**src/rtl/frame_store_pkg.sv**
```systemverilog
// rtl/frame_store_pkg.sv - shared types and constants for the frame store responder
//
// Contents:
//   fsr_state_e      : transfer sequencer states (IDLE, LO, HI, ACK)
//   SCREEN_W/H       : visible raster size in pixels
//   FRAME_WORDS      : 32-bit words occupied by one frame (4 pixels per word)
//   FRAME_LIMIT      : FRAME_WORDS sized to the drawing-engine word address
//   HALF_LO/HALF_HI  : halfword select bit appended to the word address

package frame_store_pkg;

    typedef enum logic [1:0] {
        IDLE = 2'd0,
        LO   = 2'd1,
        HI   = 2'd2,
        ACK  = 2'd3
    } fsr_state_e;

    localparam int SCREEN_W     = 640;
    localparam int SCREEN_H     = 480;
    localparam int PIX_PER_WORD = 4;
    localparam int FRAME_WORDS  = SCREEN_W * SCREEN_H / PIX_PER_WORD;

    localparam logic [17:0] FRAME_LIMIT = 18'(FRAME_WORDS);

    localparam logic HALF_LO = 1'b0;
    localparam logic HALF_HI = 1'b1;

    // Words at or above the frame size have no backing SRAM.
    function automatic logic in_frame(input logic [17:0] word_addr);
        return word_addr < FRAME_LIMIT;
    endfunction

endpackage

```
**src/rtl/fsr_wait_ctr.sv**
```systemverilog
// rtl/fsr_wait_ctr.sv - loadable down-counter that stretches an SRAM halfword access
//
// Ports:
//   clk, rst_n : clock and asynchronous active-low reset
//   load       : load load_val this edge (takes priority over counting)
//   load_val   : number of extra cycles to hold the current half
//   done       : count has reached zero, the current cycle is the last of the half

module fsr_wait_ctr #(
    parameter int unsigned WIDTH = 1
) (
    input  logic             clk,
    input  logic             rst_n,
    input  logic             load,
    input  logic [WIDTH-1:0] load_val,
    output logic             done
);

    logic [WIDTH-1:0] cnt_q;
    logic [WIDTH-1:0] cnt_d;

    always_comb begin
        cnt_d = cnt_q;
        if (load) begin
            cnt_d = load_val;
        end else if (cnt_q != '0) begin
            cnt_d = cnt_q - 1'b1;
        end
    end

    always_ff @(posedge clk or negedge rst_n) begin
        if (!rst_n) begin
            cnt_q <= '0;
        end else begin
            cnt_q <= cnt_d;
        end
    end

    assign done = (cnt_q == '0);

endmodule

```
**src/rtl/frame_store_responder.sv**
```systemverilog
// rtl/frame_store_responder.sv - 32-bit drawing-engine port onto a 16-bit frame store SRAM
//
// Each accepted word request becomes up to two halfword SRAM accesses (LO then HI),
// followed by a single-cycle de_ack. Fully masked write halves are skipped; reads
// always fetch both halves. Words beyond the frame are acknowledged without access.
//
// Ports:
//   clk, rst_n                 : clock, asynchronous active-low reset
//   de_req/de_ack              : level request, one-cycle completion pulse
//   de_addr/de_nbyte/de_rnw    : word address, active-low byte enables, 1 = read
//   de_w_data/de_r_data        : write data in, read data out (valid with de_ack)
//   sram_cs/sram_we/sram_be    : SRAM strobes, active-high byte lanes
//   sram_addr                  : halfword address {word address, half}
//   sram_wdata/sram_rdata      : SRAM halfword data
//
// Build option: define FSR_WAITSTATE_EN to hold each half for 1 + WAIT_STATES
// cycles; otherwise WAIT_STATES has no effect and every half is one cycle.

module frame_store_responder
    import frame_store_pkg::*;
#(
    parameter int unsigned WAIT_STATES = 0
) (
    input  logic        clk,
    input  logic        rst_n,
    input  logic        de_req,
    output logic        de_ack,
    input  logic [17:0] de_addr,
    input  logic [3:0]  de_nbyte,
    input  logic        de_rnw,
    input  logic [31:0] de_w_data,
    output logic [31:0] de_r_data,
    output logic        sram_cs,
    output logic        sram_we,
    output logic [1:0]  sram_be,
    output logic [18:0] sram_addr,
    output logic [15:0] sram_wdata,
    input  logic [15:0] sram_rdata
);

    if (WAIT_STATES > 255) begin : g_ws_range
        $error("WAIT_STATES must not exceed 255");
    end

    fsr_state_e  state_q,      state_d;
    logic [17:0] addr_q,       addr_d;
    logic [3:0]  nbyte_q,      nbyte_d;
    logic        rnw_q,        rnw_d;
    logic [15:0] whi_q,        whi_d;
    logic [15:0] lo_q,         lo_d;
    logic [31:0] de_r_data_q,  de_r_data_d;
    logic [18:0] sram_addr_q,  sram_addr_d;
    logic [15:0] sram_wdata_q, sram_wdata_d;

    logic half_done;

`ifdef FSR_WAITSTATE_EN
    localparam int unsigned CW = (WAIT_STATES > 0) ? $clog2(WAIT_STATES + 1) : 1;

    logic ctr_load;

    // Reload on every entry into a half, including the LO -> HI step.
    assign ctr_load = ((state_d == LO) || (state_d == HI)) && (state_d != state_q);

    fsr_wait_ctr #(
        .WIDTH (CW)
    ) u_wait_ctr (
        .clk      (clk),
        .rst_n    (rst_n),
        .load     (ctr_load),
        .load_val (CW'(WAIT_STATES)),
        .done     (half_done)
    );
`else
    assign half_done = 1'b1;
`endif

    always_comb begin
        state_d      = state_q;
        addr_d       = addr_q;
        nbyte_d      = nbyte_q;
        rnw_d        = rnw_q;
        whi_d        = whi_q;
        lo_d         = lo_q;
        de_r_data_d  = de_r_data_q;
        sram_addr_d  = sram_addr_q;
        sram_wdata_d = sram_wdata_q;

        unique case (state_q)
            IDLE: begin
                if (de_req) begin
                    addr_d  = de_addr;
                    nbyte_d = de_nbyte;
                    rnw_d   = de_rnw;
                    whi_d   = de_w_data[31:16];
                    // The SRAM address/data registers load on the accept edge so
                    // they are already stable on the first cycle of the half.
                    if (!in_frame(de_addr)) begin
                        state_d = ACK;
                        if (de_rnw) begin
                            de_r_data_d = '0;
                        end
                    end else if (de_rnw || !(&de_nbyte[1:0])) begin
                        state_d      = LO;
                        sram_addr_d  = {de_addr, HALF_LO};
                        sram_wdata_d = de_w_data[15:0];
                    end else if (!(&de_nbyte[3:2])) begin
                        state_d      = HI;
                        sram_addr_d  = {de_addr, HALF_HI};
                        sram_wdata_d = de_w_data[31:16];
                    end else begin
                        state_d = ACK;
                    end
                end
            end
            LO: begin
                if (half_done) begin
                    lo_d = sram_rdata;
                    if (rnw_q || !(&nbyte_q[3:2])) begin
                        state_d      = HI;
                        sram_addr_d  = {addr_q, HALF_HI};
                        sram_wdata_d = whi_q;
                    end else begin
                        state_d = ACK;
                    end
                end
            end
            HI: begin
                if (half_done) begin
                    if (rnw_q) begin
                        de_r_data_d = {sram_rdata, lo_q};
                    end
                    state_d = ACK;
                end
            end
            // The initiator moves its address on the ack edge, so de_req is
            // deliberately not looked at here.
            ACK: begin
                state_d = IDLE;
            end
            default: begin
                state_d = IDLE;
            end
        endcase
    end

    always_ff @(posedge clk or negedge rst_n) begin
        if (!rst_n) begin
            state_q      <= IDLE;
            addr_q       <= '0;
            nbyte_q      <= '1;
            rnw_q        <= 1'b0;
            whi_q        <= '0;
            lo_q         <= '0;
            de_r_data_q  <= '0;
            sram_addr_q  <= '0;
            sram_wdata_q <= '0;
        end else begin
            state_q      <= state_d;
            addr_q       <= addr_d;
            nbyte_q      <= nbyte_d;
            rnw_q        <= rnw_d;
            whi_q        <= whi_d;
            lo_q         <= lo_d;
            de_r_data_q  <= de_r_data_d;
            sram_addr_q  <= sram_addr_d;
            sram_wdata_q <= sram_wdata_d;
        end
    end

    // Strobes decode straight from the state register so reset drops them at once.
    always_comb begin
        sram_be = 2'b00;
        unique case (state_q)
            LO:      sram_be = rnw_q ? 2'b11 : ~nbyte_q[1:0];
            HI:      sram_be = rnw_q ? 2'b11 : ~nbyte_q[3:2];
            default: sram_be = 2'b00;
        endcase
    end

    assign sram_cs    = (state_q == LO) || (state_q == HI);
    assign sram_we    = sram_cs && !rnw_q;
    assign de_ack     = (state_q == ACK);
    assign de_r_data  = de_r_data_q;
    assign sram_addr  = sram_addr_q;
    assign sram_wdata = sram_wdata_q;

endmodule

```
**config.mk**
```make
export PLATFORM = sky130hd
export DESIGN_NAME = frame_store_responder
export DESIGN_NICKNAME = d
export VERILOG_FILES = /design/src/rtl/frame_store_pkg.sv /design/src/rtl/fsr_wait_ctr.sv /design/src/rtl/frame_store_responder.sv
export SDC_FILE = /design/constraint.sdc
export NUM_CORES = 1
export LEC_CHECK = 0
export ABC_AREA = 1
export BUFFER_PORTS_ARGS = -buffer_cell sky130_fd_sc_hd__buf_2
export CORE_ASPECT_RATIO = 0.5
export CORE_MARGIN = 2
export CORE_UTILIZATION = 25
export CTS_CLUSTER_DIAMETER = 80
export DETAILED_ROUTE_END_ITERATION = 16
export PLACE_DENSITY = 0.51
export REMOVE_ABC_BUFFERS = 1
export SLEW_MARGIN = 20
export SYNTH_ARGS = -nofsm -noshare
export SYNTH_HDL_FRONTEND = slang
export SYNTH_SLANG_ARGS = --single-unit
```
**constraint.sdc**
```tcl
create_clock -name clk -period 3.51 [get_ports clk]
set_input_delay 0.702 -clock clk [delete_from_list [all_inputs] [get_ports clk]]
set_output_delay 0.702 -clock clk [all_outputs]
set_load 0.05 [all_outputs]
```
==> results.ini <==
[logic_synthesis]
post_synth.cell_area_avg_um2=7.48
synth_top_family_by_area=simple AND/OR/NAND/NOR gates
netlist_instances=786
ys_warn_count=0
ys_ff_latch=124
synth_area_mm2=0.00588
yosys.area_share.simple_pct=31.6
synth_seq_area_share_pct=52.8
ys_types=25
synth-compound-area-share_pct=5.44
synth_fa_ha_area_share_pct=0.851
async_flop_share_pct=100
synthMuxAreaShare_pct=0
synth_xor_area_share_pct=0
synth_edf_count=0
synth-main-ff-cell=dfrtp_1

[clock_network]
clk_path_buf_depth=2
h-tree-depth=4
clk_latency_ns=0.42
cts_made_buffers=17
hold_buffers=0
clock-sinks=124
root_buffer=clkbuf_16
cts_tree=done
post_cts_buffers=0
clk_pin_slew_ns=0.05
cts_resized=0

[critical_path]
rrSetupSlack_ns=1.06
critPathLaunch=state_q[0]
startpoint_type=flip-flop
r2r_end=sram_wdata[5]
arrival_ns=2.15
worstPathRequired_ns=2.81
r2r_cells=9
worstReg2RegStart=state_q[0]
crit_path_end=sram_be[1]
critPathCaptureType=output pin
cp_max_fo=16
worst-setup-path-type=flip-flop to output pin

[final_layout]
final_cell_mix=nand2_1 (359), buf_2 (144), dfrtp_1 (120)
drive_above_1_share_pct=21.4
layout_commonest_cell=nand2_1
area_growth_pct=27.5
final_net_count=996

[routing]
drcViolationCount=0
vias=5212
firstDrtPassIters=4
drt.antenna.violating_nets=0
drt_wl_total_mm=16.6
routedWlPerCell_um=13.4
drt_iter0_drc=297
via_per_inst=4.21

[timing]
fin_crit_sh_pct=81.3
fmax_mhz=350
finalSetupViolCount=0
tns_ns=0
relSlewSlack_pct=55.9
timing.final.max_slew_violations=0
fin_hold_ws_ns=0.301
worst_slew_pin_slew_ns=0.661
rsz0062_at_grt=false
final.setup_skew_ns=0.0115
hold_violations=0
period_needed_ns=2.85

[global_routing]
track_usage_pct=13.8
overflow=0
grt_pass1_vias=5180
grt_pass1_wl_mm=27.0
antenna_found_initial=3
grt_start_max_net_pins=59

[outcome]
status=finished clean

[run]
max-cap-violations=0

[floorplan]
die_x_um=221
row_count=39
ios=146
coreArea_mm2=0.0229
die_area_mm2=0.0249
die_h_um=112
initial_core_util_pct=25.7

[power]
irDropWorstVdd_uv=427
power_density_mw_per_mm2=1100
leakage_nw=4.42

[place]
place_hpwl_mm=11.2
io_buffers=145
gp_congestion=0.728

[worst_hold_path]
hold_path_class=input port to async pin

cell families (layout without fill, tap and decap cells):
| logic type | Yosys count | after routing |
|---|---|---|
| AOI/OAI and AO/OA | 63 | 63 |
| other | 0 | 2 |
| DFF | 124 | 124 |
| and+or+nand+nor | 458 | 458 |
| buffers and inverters | 137 | 281 |
| adders and majority gates | 4 | 4 |
worst min path at each step:
stage	start	to	slack [ns]	cells past startpoint
2_1_floorplan	rst_n	addr_q[0]	0.41	0
3_3_place_gp	de_r_data[17]	de_r_data[17]	0.45	2
3_5_place_dp	de_r_data[15]	de_r_data[15]	0.45	2
4_1_cts	rst_n	de_r_data[29]	0.32	1
5_1_grt	rst_n	lo_q[8]	0.33	1
6_report	rst_n	lo_q[8]	0.30	1
where the power goes:
| part | switching, W | internal, W |
|---|---|---|
| combinational | 0.00307 | 0.000961 |
| sequential | 0.000344 | 0.00211 |
| clock | 0.000631 | 0.00117 |
| total | 0.00405 | 0.00423 |
synthesized netlist by cell type (3+ instances only):
cell type / number / area share, %
a21oi_1: 3 / 0.26
buf_1: 3 / 0.19
buf_2: 16 / 1.4
buf_4: 3 / 0.38
clkbuf_1: 22 / 1.4
dfrtp_1: 120 / 51
dfstp_2: 4 / 1.8
ha_1: 4 / 0.85
inv_1: 89 / 5.7
inv_2: 3 / 0.19
nand2_1: 360 / 23
nand3_1: 86 / 7.3
nor2_1: 4 / 0.26
o21ai_0: 58 / 4.9
layer usage:
metal / global-route usage [%] / vias up / wire length (um)
met5: 0 / - / 13
met4: 3.53 / 2 / 155
met3: 4.69 / 12 / 775
met2: 23.7 / 79 / 8170
met1: 16.7 / 2447 / 7520
li1: - / 2672 / -
stage by stage:
stage | worst slack, ns | area (um^2) | util (%) | power, W | std cells
2_1_floorplan | 0.0427 | 5690 | - | 0.00536 | 742
3_3_place_gp | 0.989 | 6900 | 30.1 | 0.00653 | 1206
3_5_place_dp | 0.981 | 6900 | 30.1 | 0.00659 | 1206
4_1_cts | 0.592 | 7500 | 32.7 | 0.00843 | 1237
5_1_grt | 0.449 | 7500 | 32.7 | 0.00893 | 1238
6_report | 0.656 | 7500 | 32.7 | 0.00828 | 1239
registers in the layout, summed over array words and instances, names as in the netlist:
register    flops
nbyte_q         4
addr_q         18
whi_q          16
de_r_data      32
sram_wdata     16
sram_addr      19
rnw_q           1
lo_q           16
state_q         2
worst max-delay path, stage by stage (launching register included):
cell     delay [ns]
dfrtp_1        0.40
inv_1          0.10
ha_1           0.59
o21ai_0        0.20
a21oi_1        0.16
buf_2          0.28
layout make-up:
cell class | instances | area (um^2)
Tap cell | 307 | 384
Clock buffer | 24 | 482
Inverter | 93 | 349
Fill cell | 2518 | 15400
Antenna cell | 2 | 5.00
Multi-Input combinational cell | 525 | 2240
Timing Repair Buffer | 157 | 818
Sequential cell | 124 | 3110
Clock inverter | 7 | 113
Power figures use the tool's default switching activity.
